$ cat config.mk
export PLATFORM = sky130hd
export DESIGN_NAME = mult_seq
export DESIGN_NICKNAME = d
export VERILOG_FILES = /design/src/rtl/mult_seq.sv
export SDC_FILE = /design/constraint.sdc
export NUM_CORES = 1
export LEC_CHECK = 0
export ABC_CLOCK_PERIOD_IN_PS = 6100
export CAP_MARGIN = 40
export CORE_MARGIN = 1
export CORE_UTILIZATION = 30
export DETAILED_ROUTE_END_ITERATION = 16
export GPL_ROUTABILITY_DRIVEN = 0
export HOLD_SLACK_MARGIN = 0.15
export PLACE_DENSITY = 0.58
export SYNTH_ARGS = -nofsm -noshare
export SYNTH_HDL_FRONTEND = slang
export SYNTH_SLANG_ARGS = --single-unit
$ cat constraint.sdc
create_clock -name clk -period 6.1 [get_ports clk]
set_input_delay 1.22 -clock clk [delete_from_list [all_inputs] [get_ports clk]]
set_output_delay 1.22 -clock clk [all_outputs]
set_load 0.01 [all_outputs]
$ cat src/rtl/mult_seq.sv
// mult_seq: sequential shift-add multiplier, one multiplier bit per clock, signed or unsigned.
module mult_seq #(
  parameter int WIDTH = 32,
  localparam int CNT_W = $clog2(WIDTH) + 1
) (
  input  logic                 clk,
  input  logic                 reset,
  input  logic                 ena,
  input  logic                 sign,
  input  logic [WIDTH-1:0]     a,
  input  logic [WIDTH-1:0]     b,
  output logic                 busy,
  output logic                 done,
  output logic [2*WIDTH-1:0]   z
);
  localparam logic [1:0] IDLE = 2'd0, CALC = 2'd1, DONE = 2'd2;
  logic [1:0] state_q, state_d;
  logic [2*WIDTH-1:0] acc_q, acc_d, ma_q, ma_d, z_q, z_d, sum;
  logic [WIDTH-1:0] mb_q, mb_d, abs_a, abs_b;
  logic [CNT_W-1:0] cnt_q, cnt_d;
  logic neg_q, neg_d, accept, last;
  assign accept = ena && state_q != CALC;
  assign last   = cnt_q == CNT_W'(WIDTH - 1);
  assign abs_a  = (sign && a[WIDTH-1]) ? -a : a;
  assign abs_b  = (sign && b[WIDTH-1]) ? -b : b;
  // multiplicand shifts left and multiplier right, so bit i always lands at mb_q[0]
  assign sum    = acc_q + (mb_q[0] ? ma_q : '0);
  always_comb begin
    state_d = state_q;
    acc_d   = acc_q;
    ma_d    = ma_q;
    mb_d    = mb_q;
    neg_d   = neg_q;
    cnt_d   = cnt_q;
    z_d     = z_q;
    if (accept) begin
      ma_d    = {{WIDTH{1'b0}}, abs_a};
      mb_d    = abs_b;
      neg_d   = sign && (a[WIDTH-1] ^ b[WIDTH-1]);
      acc_d   = '0;
      cnt_d   = '0;
      state_d = (a == '0 || b == '0) ? DONE : CALC;
      z_d     = (a == '0 || b == '0) ? '0 : z_q;
    end else if (state_q == CALC) begin
      acc_d = sum;
      ma_d  = ma_q << 1;
      mb_d  = mb_q >> 1;
      cnt_d = cnt_q + 1'b1;
      state_d = last ? DONE : CALC;
      z_d     = last ? (neg_q ? -sum : sum) : z_q;
    end else if (state_q == DONE) begin
      state_d = IDLE;
    end
  end
  always_ff @(posedge clk) begin
    if (reset) begin
      state_q <= IDLE;
      acc_q   <= '0;
      ma_q    <= '0;
      mb_q    <= '0;
      neg_q   <= 1'b0;
      cnt_q   <= '0;
      z_q     <= '0;
    end else begin
      state_q <= state_d;
      acc_q   <= acc_d;
      ma_q    <= ma_d;
      mb_q    <= mb_d;
      neg_q   <= neg_d;
      cnt_q   <= cnt_d;
      z_q     <= z_d;
    end
  end
  assign busy = state_q == CALC;
  assign done = state_q == DONE;
  assign z    = z_q;
endmodule

# Yosys cells after proc, flatten, opt, wreduce, memory -nomap -nowiden
# Index checks and enable logic that the tools add are counted.
totals:
  mem_count: 0
  inputBits: 68
  wordCells: 48
  latch_bits: 0
  rom_bits: 0
  out_inout_bits: 66
  mem_bits_rw: 0
  ff_bits: 233
classes:
  reduce_logical: 12
  eq_ne: 5
  shifts: 0
  bitwise_logic: 1
  addsub: 5
  mul: 0
  n_lt_le_gt_ge: 0
  muxes: 17
  n_div: 0
ops:
  columns: ["cell", "count"]
  rows:
  - ["two-way mux 64 bit", 6]
  - ["two-way mux 32 bit", 6]
  - ["adder 64 bit", 1]
  - ["zero test 32 bit", 2]
  - ["negation 32 bit", 2]
  - ["negation 64 bit", 1]
  - ["two-way mux 2 bit", 5]
  - ["adder 6 x 1 -> 6 bit, second input constant", 1]
  - ["equality test 6 x 5 -> 1 bit, second input constant", 1]
  - ["logical AND 1 bit", 4]
  - ["inequality test 2 x 1 -> 1 bit, second input constant", 2]
  - ["nonzero test 2 bit", 2]
  - ["AND reduction 3 bit", 1]
  - ["nonzero test 3 bit", 1]
  - ["equality test 2 x 1 -> 1 bit, second input constant", 1]
  - ["equality test 2 bit, second input constant", 1]
  - ["OR reduction 2 bit", 1]
  - ["logical OR 1 bit", 1]
  - ["XOR 1 bit", 1]

# Logic depth before layout (Yosys ltp)
# Gate-level depths: netlist of run 1.
logic_depth:
  word_depth: 7
  mapped_depth: 20
  depth_no_buf: 16

# Worst setup path before layout of run 1
# Ideal clock, no wire load.
synth_path:
  kind: "register to register"
  from: "reg mb_q[0]"
  to: "reg z_q[55], in the netlist z[55]"
  arrival_ns: 4.390
  setup_slack_ns: 1.581
  n_path_buf: 2
  t_required_ns: 5.971
  stages_incl_launch_ff: 19
  setup_time_ns: 0.129
  synth_period_minus_slack_ns: 4.519
  cell_sequence: "dfxtp_1 clkbuf_1 clkbuf_1 and2_1 ha_1 inv_1 fa_1 and2b_1 o2111ai_2 a211oi_1 o21ai_0 a221oi_1 or4b_1 nor4_2 and2_1 nand3_4 o31ai_1 xor2_1 o21ai_1"
synth_between:
  elab_chain_cells: 7
synth_rtl:
  columns: ["element", "line_no", "rtl"]
  rows:
  - ["start, declared", "19", "logic [WIDTH-1:0] mb_q, mb_d, abs_a, abs_b;"]
  - ["start signal, assigned", "68", "mb_q <= mb_d;"]
  - ["two-way mux 64 bit (*)", "27", "assign sum = acc_q + (mb_q[0] ? ma_q : '0);"]
  - ["adder 64 bit (*)", "27", null]
  - ["negation 64 bit", "50", "z_d = last ? (neg_q ? -sum : sum) : z_q;"]
  - ["two-way mux 64 bit (*) (2 in a row)", "50", null]
  - ["two-way mux 64 bit (*)", "44", "end else if (state_q == CALC) begin"]
  - ["two-way mux 64 bit (*)", "36", "if (accept) begin"]
  - ["end signal, assigned", "71", "z_q <= z_d;"]
  - ["end, declared", "18", "logic [2*WIDTH-1:0] acc_q, acc_d, ma_q, ma_d, z_q, z_d, sum;"]
# Mark *: on every way between the ends. The rest lies on a longest branch, timed or not. The select of a mux whose other input is x is not followed.
# A chain may end at the register's enable or synchronous reset.

# Worst setup path in the final report of run 1
layout_path:
  from: "reg ma_q[0]"
  to: "reg z_q[50], in the netlist z[50]"
layout_between:
  elab_chain_cells: 7
layout_rtl:
  columns: ["element", "line_no", "rtl"]
  rows:
  - ["start, declared", "18", null]
  - ["start signal, assigned", "67", "ma_q <= ma_d;"]
  - ["two-way mux 64 bit (*)", "27", null]
  - ["adder 64 bit (*)", "27", null]
  - ["negation 64 bit", "50", null]
  - ["two-way mux 64 bit (*) (2 in a row)", "50", null]
  - ["two-way mux 64 bit (*)", "44", null]
  - ["two-way mux 64 bit (*)", "36", null]
# Marks and branches as above.

==> impl_metrics.yaml, run 1 <==
floorplan:
  die_height_um: 235
  chipWidth_um: 235
  dieArea_mm2: 0.0551
  start_util: 0.306
  floorplan.io_pins: 134
  design.core.area_mm2: 0.0531
  num_rows: 84
global_routing:
  first_global_vias: 15100
  antenna_found_initial: 0
  global_route_usage_over_all_layers: 0.181
  grt_pass1_wl_mm: 82.2
  grt_overflow_total: 0
  grt_max_degree: 154
worst_setup_path:
  critical_path.startpoint: "ma_q[0]"
  rr_startpoint: "ma_q[0]"
  timing.critical_path.cells: "and2_1, ha_1, inv_1, fa_1, and2b_1, o2111ai_2, a211oi_1, o21ai_0, a221oi_1, or4b_1, nor4_2, and3_1, nand4_4, nor3b_1, o21ai_0, buf_4, a21oi_1"
  critPathRequiredTime_ns: 6.53
  crit_top_cell: "sky130_fd_sc_hd__o21ai_0"
  critPathCaptureType: "register"
  critical-path-slowest-cell: "sky130_fd_sc_hd__or4b_1"
  data_arrival_time_of_the_worst_path_ns: 5.50
  critical_path.endpoint: "z[50]"
  rr_endpoint: "z[50]"
  timing.reg2reg.worst_path_depth: 17
  worst_path_largest_cell_delay_ns: 0.57
  r2r_setup_slack_ns: 1.03
  worstSetupPathType: "register to register"
  timing.critical_path.fanout_max: 7
  start_kind: "register"
yosys:
  part_of_the_yosys_area_used_for_sequential_elements: 0.287
  number_of_distinct_library_cell_variants_in_the_gate_level_netlist_after_synthesis: 86
  syn-num-nets: 2290
  proportion_of_register_bits_with_asynchronous_set_or_reset_after_synthesis: 0
  syn_area_mm2: 0.0162
  ys_dominant_reg_cell: "sky130_fd_sc_hd__dfxtp_1"
  yosysWarnings: 0
  syn-mean-instance-area_um2: 7.55
  postSynthRegisterBits: 233
  synthCells: 2152
  number_of_enable_type_register_cells_in_the_synthesized_netlist: 0
cts:
  clk_path_buf_depth: 3
  cts_hold_buffers: 0
  path_clk_slew_ns: 0.06
  clock_latency_ns: 0.57
  clk_root_buffer_cell: "sky130_fd_sc_hd__clkbuf_16"
  cts_sinks: 233
  cts_inserted_buffers: 28
  clock_tree_from_tritoncts: "yes"
  cts_resized: 0
  clock_tree.htree_level_count: 1
  post-cts-setup-buffer-count: 0
pwr:
  power.density_mw_per_mm2: 271
  pwr-share-comb: 0.334
  clkPwrFrac: 0.328
  vdd_drop_max_mv: 0.299
  cellInternalPower_mw: 3.30
  sw_ratio: 0.364
  sequential_power_share: 0.338
  p_total_mw: 5.18
  p_switching_mw: 1.89
  power_leakage_nw: 7.05
cells_and_area:
  layout-area-overhead-vs-synth_pct: 17.8
  final_area_mm2: 0.0191
  final_cell_count_no_fill: 2916
  final_core_utilization: 0.360
  nets: 2347
  antenna_cells: 0
  fraction_of_final_layout_cells_sized_beyond_drive_strength_1: 0.0516
drt:
  routed_wl_mm: 51.8
  first_iter_violations: 1248
  post-route-drc-count: 0
  mean_routed_wirelength_per_cell_um: 17.8
  total_vias_in_the_final_route: 16100
  maxUsedRoutingLayer: "met4"
  avgViaCountPerCell: 5.51
  detailroute.wirelength.met2_mm: 22.1
  drt-met1-wl_mm: 24.3
  route.met3.wl_mm: 3.85
  drtPass1Iterations: 7
  final_antenna_net_count: 0
run:
  max_cap_viol_count: 0
timing:
  setup_viol: 0
  slew_viol_final: 0
  final_hold_vio_count: 0
  timing.setup.tns_ns: 0
  post-route-min-period_ns: 5.07
  tightestPinTransition_ns: 0.884
  fin_worst_skew_ns: 0.0132
  grt_setup_unrepaired: "no"
  period_share: 0.832
  fmax_ghz: 0.197
  timing.max_slew.rel_slack: 0.410
placement:
  place.detailed.instances: 2867
  place.port_buffers: 133
  place_area_mm2: 0.0182
  half_perimeter_wire_length_after_placement_mm: 39.6
worst_hold_path:
  worst_hold_path_type: "register to register"
run_status:
  run_status: "completed"
[cell usage after synthesis, types with 18 or more instances]
cell	instances	area, µm²
sky130_fd_sc_hd__a211oi_1	66	495
sky130_fd_sc_hd__a21o_1	18	135
sky130_fd_sc_hd__a21oi_1	178	891
sky130_fd_sc_hd__a22oi_1	33	248
sky130_fd_sc_hd__and2_1	77	482
sky130_fd_sc_hd__clkbuf_1	119	447
sky130_fd_sc_hd__dfxtp_1	233	4660
sky130_fd_sc_hd__ha_1	69	863
sky130_fd_sc_hd__inv_1	32	120
sky130_fd_sc_hd__mux2i_1	84	841
sky130_fd_sc_hd__nand2_1	164	616
sky130_fd_sc_hd__nand3_1	39	195
sky130_fd_sc_hd__nand4_1	32	200
sky130_fd_sc_hd__nor2_1	362	1360
sky130_fd_sc_hd__nor3_1	39	195
sky130_fd_sc_hd__o21ai_0	135	676
sky130_fd_sc_hd__o31ai_1	28	210
sky130_fd_sc_hd__or3_1	29	181
sky130_fd_sc_hd__xnor2_1	76	666
sky130_fd_sc_hd__xor2_1	80	701
[how the worst min path moves through the flow]
stage	start	endpoint	slack, ns	depth (start not counted)
after floorplan	acc_q[33]	acc_q[33]	0.45	2
after global placement	z[39]	z[39]	0.44	2
after detailed placement	z[39]	z[39]	0.44	2
after CTS	z[39]	z[39]	0.46	2
after global routing	z[39]	z[39]	0.48	2
final	z[39]	z[39]	0.45	2
[power by group through the flow]
stage	clock network, mW	registers [mW]	logic, mW
2_1_floorplan	0	1.74	1.29
3_3_place_gp	0	1.78	1.69
3_5_place_dp	0	1.78	1.73
4_1_cts	1.75	1.75	1.73
5_1_grt	1.81	1.77	1.91
6_report	1.70	1.75	1.73
[layout by cell type (no fill, tap or decap), types with 16 or more instances in the layout]
cell type / count
sky130_fd_sc_hd__clkdlybuf4s50_1: 131
sky130_fd_sc_hd__or3_1: 29
sky130_fd_sc_hd__a21oi_1: 178
sky130_fd_sc_hd__and2_1: 77
sky130_fd_sc_hd__a211oi_1: 66
sky130_fd_sc_hd__xnor2_1: 76
sky130_fd_sc_hd__o31ai_1: 28
sky130_fd_sc_hd__clkbuf_16: 28
sky130_fd_sc_hd__nand4_1: 32
sky130_fd_sc_hd__nor2_1: 362
sky130_fd_sc_hd__mux2i_1: 84
sky130_fd_sc_hd__nand3_1: 39
sky130_fd_sc_hd__buf_4: 26
sky130_fd_sc_hd__ha_1: 68
sky130_fd_sc_hd__nor3_1: 38
sky130_fd_sc_hd__a311oi_1: 17
sky130_fd_sc_hd__o21ai_0: 135
sky130_fd_sc_hd__a22oi_1: 33
sky130_fd_sc_hd__dfxtp_1: 232
sky130_fd_sc_hd__nand2_1: 163
sky130_fd_sc_hd__a21o_1: 18
sky130_fd_sc_hd__inv_1: 32
sky130_fd_sc_hd__xor2_1: 80
sky130_fd_sc_hd__o211ai_1: 16
[through the flow]
step / setup slack (ns) / hold slack, ns
after CTS: 1.04 / 0.455
after global routing: 0.632 / 0.485
after global placement: 0.764 / 0.441
after floorplan: 1.58 / 0.450
final: 1.03 / 0.453
after detailed placement: 0.894 / 0.442
[cell type report]
class                      count  area, µm²
fill                        5453      33900
multi-input combinational   1752      11000
sequential                   233       4670
timing repair buffer         161       1600
tap                          688        861
clock buffer                  39        812
inverter                      33        124
clock inverter                10        118
[worst max-delay path, delay by kind of cell (launching register included)]
family | cells | cell delay, ns
AOI/OAI and AO/OA | 6 | 1.49
DFF | 1 | 0.38
adders and majority gates | 2 | 0.59
buffers and inverters | 2 | 0.21
and+or+nand+nor | 7 | 2.25
[kinds of logic after synthesis]
family                   after synthesis  share of synthesized area
AND/OR/NAND/NOR                      826                      0.238
AO/OA/AOI/OAI                        613                      0.242
flip-flops                           233                      0.287
buffers and inverters                167                     0.0402
XOR/XNOR                             156                     0.0841
multiplexers                          87                     0.0538
adder cells (fa/ha/maj)               70                     0.0544
[registers in the layout, indices dropped and copies added (netlist names)]
register	cells
acc_q	64
ma_q	64
z	64
mb_q	32
cnt_q	6
state_q	2
neg_q	1
[layer usage]
| metal | GRT usage | vias up |
|---|---|---|
| met5 | 0 | - |
| met4 | 0.0596 | 0 |
| met3 | 0.0351 | 102 |
| met2 | 0.282 | 560 |
| met1 | 0.250 | 7558 |
| li1 | - | 7856 |
Power figures use the tool's default switching activity.
==> run 2, diff against run 1 <==
--- a/config.mk
+++ b/config.mk
@@ -5,7 +5,7 @@
 export SDC_FILE = /design/constraint.sdc
 export NUM_CORES = 1
 export LEC_CHECK = 0
-export ABC_CLOCK_PERIOD_IN_PS = 6100
+export ABC_CLOCK_PERIOD_IN_PS = 4840
 export CAP_MARGIN = 40
 export CORE_MARGIN = 1
 export CORE_UTILIZATION = 30
==> constraint.sdc (replaced) <==
create_clock -name clk -period 4.84 [get_ports clk]
set_input_delay 0.968 -clock clk [delete_from_list [all_inputs] [get_ports clk]]
set_output_delay 0.968 -clock clk [all_outputs]
set_load 0.01 [all_outputs]
==> impl_metrics.yaml, run 2 (synthesis gave the netlist of run 1 again) <==
global_routing:
  grt_pass1_wl_mm: 83.3
  antenna_found_initial: 0
  first_global_vias: 15300
  grt_max_degree: 161
  grt_overflow_total: 0
  global_route_usage_over_all_layers: 0.185
worst_setup_path:
  worst-path-buf-inv: 3
  timing.reg2reg.worst_path_depth: 17
  worstSetupPathType: "register to register"
  rr_endpoint: "z[60]"
  rr_startpoint: "mb_q[0]"
  critical_path.endpoint: "z[60]"
  worst_path_largest_cell_delay_ns: 0.55
  critPathCaptureType: "register"
  timing.critical_path.fanout_max: 26
  critPathRequiredTime_ns: 5.29
  largest_delay_share_family_worst_path: "compound AO/OA/AOI/OAI gates"
  data_arrival_time_of_the_worst_path_ns: 5.00
  start_kind: "register"
  timing.critical_path.cells: "buf_12, and2_1, ha_1, a21oi_1, o21ai_0, a21oi_1, o21ai_0, a2111oi_2, a311oi_1, or3b_2, nor4_4, buf_4, nand4_4, buf_12, o41ai_2, xor2_1, o21ai_1"
  critical-path-slowest-cell: "sky130_fd_sc_hd__or3b_2"
  r2r_setup_slack_ns: 0.29
  critical_path.startpoint: "mb_q[0]"
  critical_path_cell_count: 17
drt:
  drtPass1Iterations: 6
  total_vias_in_the_final_route: 16100
  post-route-drc-count: 0
  final_antenna_net_count: 0
  avgViaCountPerCell: 5.37
  routed_wl_mm: 52.6
  first_iter_violations: 1483
  mean_routed_wirelength_per_cell_um: 17.5
floorplan:
  num_rows: 84
  floorplan.io_pins: 134
  dieArea_mm2: 0.0551
  chipWidth_um: 235
  die_height_um: 235
  design.core.area_mm2: 0.0531
  start_util: 0.306
timing:
  holdWs_ns: 0.453
  post-route-min-period_ns: 4.55
  setup_viol: 0
  timing.max_slew.rel_slack: 0.386
  timing.setup.tns_ns: 0
  slew_viol_final: 0
  fin_worst_skew_ns: 0.00937
  tightestPinTransition_ns: 0.920
  period_share: 0.940
  fmax_ghz: 0.220
  final_hold_vio_count: 0
cells_and_area:
  nets: 2428
  final_core_utilization: 0.374
  antenna_cells: 0
  fraction_of_final_layout_cells_sized_beyond_drive_strength_1: 0.0905
  layout-area-overhead-vs-synth_pct: 22.2
  multi_input_comb_area_mm2: 0.0110
  num-fill-cells: 5469
  layout_commonest_cell: "sky130_fd_sc_hd__nor2_1"
  register_area_mm2: 0.00467
  final_cell_mix: "362 x sky130_fd_sc_hd__nor2_1, 232 x sky130_fd_sc_hd__dfxtp_1, 177 x sky130_fd_sc_hd__a21oi_1"
run:
  max_cap_viol_count: 0
cts:
  cts_inserted_buffers: 29
  cts_hold_buffers: 0
  clock_tree.htree_level_count: 1
  clk_path_buf_depth: 3
  path_clk_slew_ns: 0.06
  clk_root_buffer_cell: "sky130_fd_sc_hd__clkbuf_16"
  post-cts-setup-buffer-count: 0
  clock_tree_from_tritoncts: "yes"
  cts_sinks: 233
  clock_latency_ns: 0.57
pwr:
  power_leakage_nw: 7.48
  power.density_mw_per_mm2: 341
  vdd_drop_max_mv: 0.386
placement:
  place.port_buffers: 133
  half_perimeter_wire_length_after_placement_mm: 40.5
worst_hold_path:
  worst_hold_path.num_cells: 2
  worst_hold_path_type: "register to register"
run_status:
  run_status: "completed"
[run 2: cell types whose count changed in the layout (fill, tap and decap cells not counted), moves of 2 or more]
cell / previous run / this run
sky130_fd_sc_hd__a211oi_1: 66 / 64
sky130_fd_sc_hd__buf_4: 26 / 103
sky130_fd_sc_hd__buf_12: 1 / 4
sky130_fd_sc_hd__clkinvlp_4: 0 / 3
sky130_fd_sc_hd__nor3_1: 38 / 36
sky130_fd_sc_hd__nor3_2: 1 / 3
sky130_fd_sc_hd__a211oi_2: 3 / 5
[run 2: area by class of cell]
class,count,area share
inverters,33,0.00624
well taps,688,0.0434
multi-input cells,1752,0.555
clock inverters,13,0.00763
flip-flops and latches,233,0.235
repair buffers,241,0.112
clock buffers,38,0.0413
[run 2: how the worst min path moves through the flow]
stage	start	slack, ns	end
detailed placement	z[32]	0.45	z[32]
floorplan	acc_q[33]	0.45	acc_q[33]
finish	z[52]	0.45	z[52]
global route	z[32]	0.48	z[32]
global placement	z[39]	0.44	z[39]
CTS	z[52]	0.46	z[52]
[run 2: worst reg2reg max path, stage by stage (launching register included)]
cell	delay (ns)
sky130_fd_sc_hd__dfxtp_1	0.36
sky130_fd_sc_hd__buf_12	0.16
sky130_fd_sc_hd__and2_1	0.21
sky130_fd_sc_hd__ha_1	0.34
sky130_fd_sc_hd__a21oi_1	0.30
sky130_fd_sc_hd__o21ai_0	0.22
sky130_fd_sc_hd__a21oi_1	0.30
sky130_fd_sc_hd__o21ai_0	0.24
sky130_fd_sc_hd__a2111oi_2	0.43
sky130_fd_sc_hd__a311oi_1	0.13
sky130_fd_sc_hd__or3b_2	0.55
sky130_fd_sc_hd__nor4_4	0.23
sky130_fd_sc_hd__buf_4	0.19
sky130_fd_sc_hd__nand4_4	0.12
sky130_fd_sc_hd__buf_12	0.16
sky130_fd_sc_hd__o41ai_2	0.24
sky130_fd_sc_hd__xor2_1	0.18
sky130_fd_sc_hd__o21ai_1	0.07
[run 2: metrics by stage]
step | area [µm²] | instances | power (mW) | setup WS (ns)
after floorplan | 16200 | 2152 | 3.82 | 0.321
after global placement | 18800 | 2945 | 4.52 | 0.168
after detailed placement | 18800 | 2947 | 4.57 | 0.0503
after CTS | 19800 | 2998 | 6.82 | 0.0398
after global routing | 19900 | 2998 | 7.16 | -0.0154
final | 19900 | 2998 | 6.77 | 0.289
[run 2: metal layers]
layer	track usage	vias to the layer above	part of all wire
met3	0.0316	80	0.076
met5	0	-	0
li1	-	8003	-
met1	0.258	7529	0.47
met2	0.288	489	0.43
met4	0.0548	0	0.026
[run 2: repair_timing]
action                                 4_1_cts  5_1_grt
resized for setup                            0       14
setup endpoints to repair                    0       25
endpoints found under the hold margin        0        0
[run 2: power breakdown]
group / switching, mW / internal [mW]
registers: 0.128 / 2.08
clock network: 0.886 / 1.34
logic: 1.40 / 0.936
==> run 3, diff against run 2 <==
--- a/config.mk
+++ b/config.mk
@@ -13,6 +13,7 @@
 export GPL_ROUTABILITY_DRIVEN = 0
 export HOLD_SLACK_MARGIN = 0.15
 export PLACE_DENSITY = 0.58
+export SKIP_CTS_REPAIR_TIMING = 1
 export SYNTH_ARGS = -nofsm -noshare
 export SYNTH_HDL_FRONTEND = slang
 export SYNTH_SLANG_ARGS = --single-unit
==> results of run 3 <==
No change in the layout: final DEF, timing and power equal those of run 2.
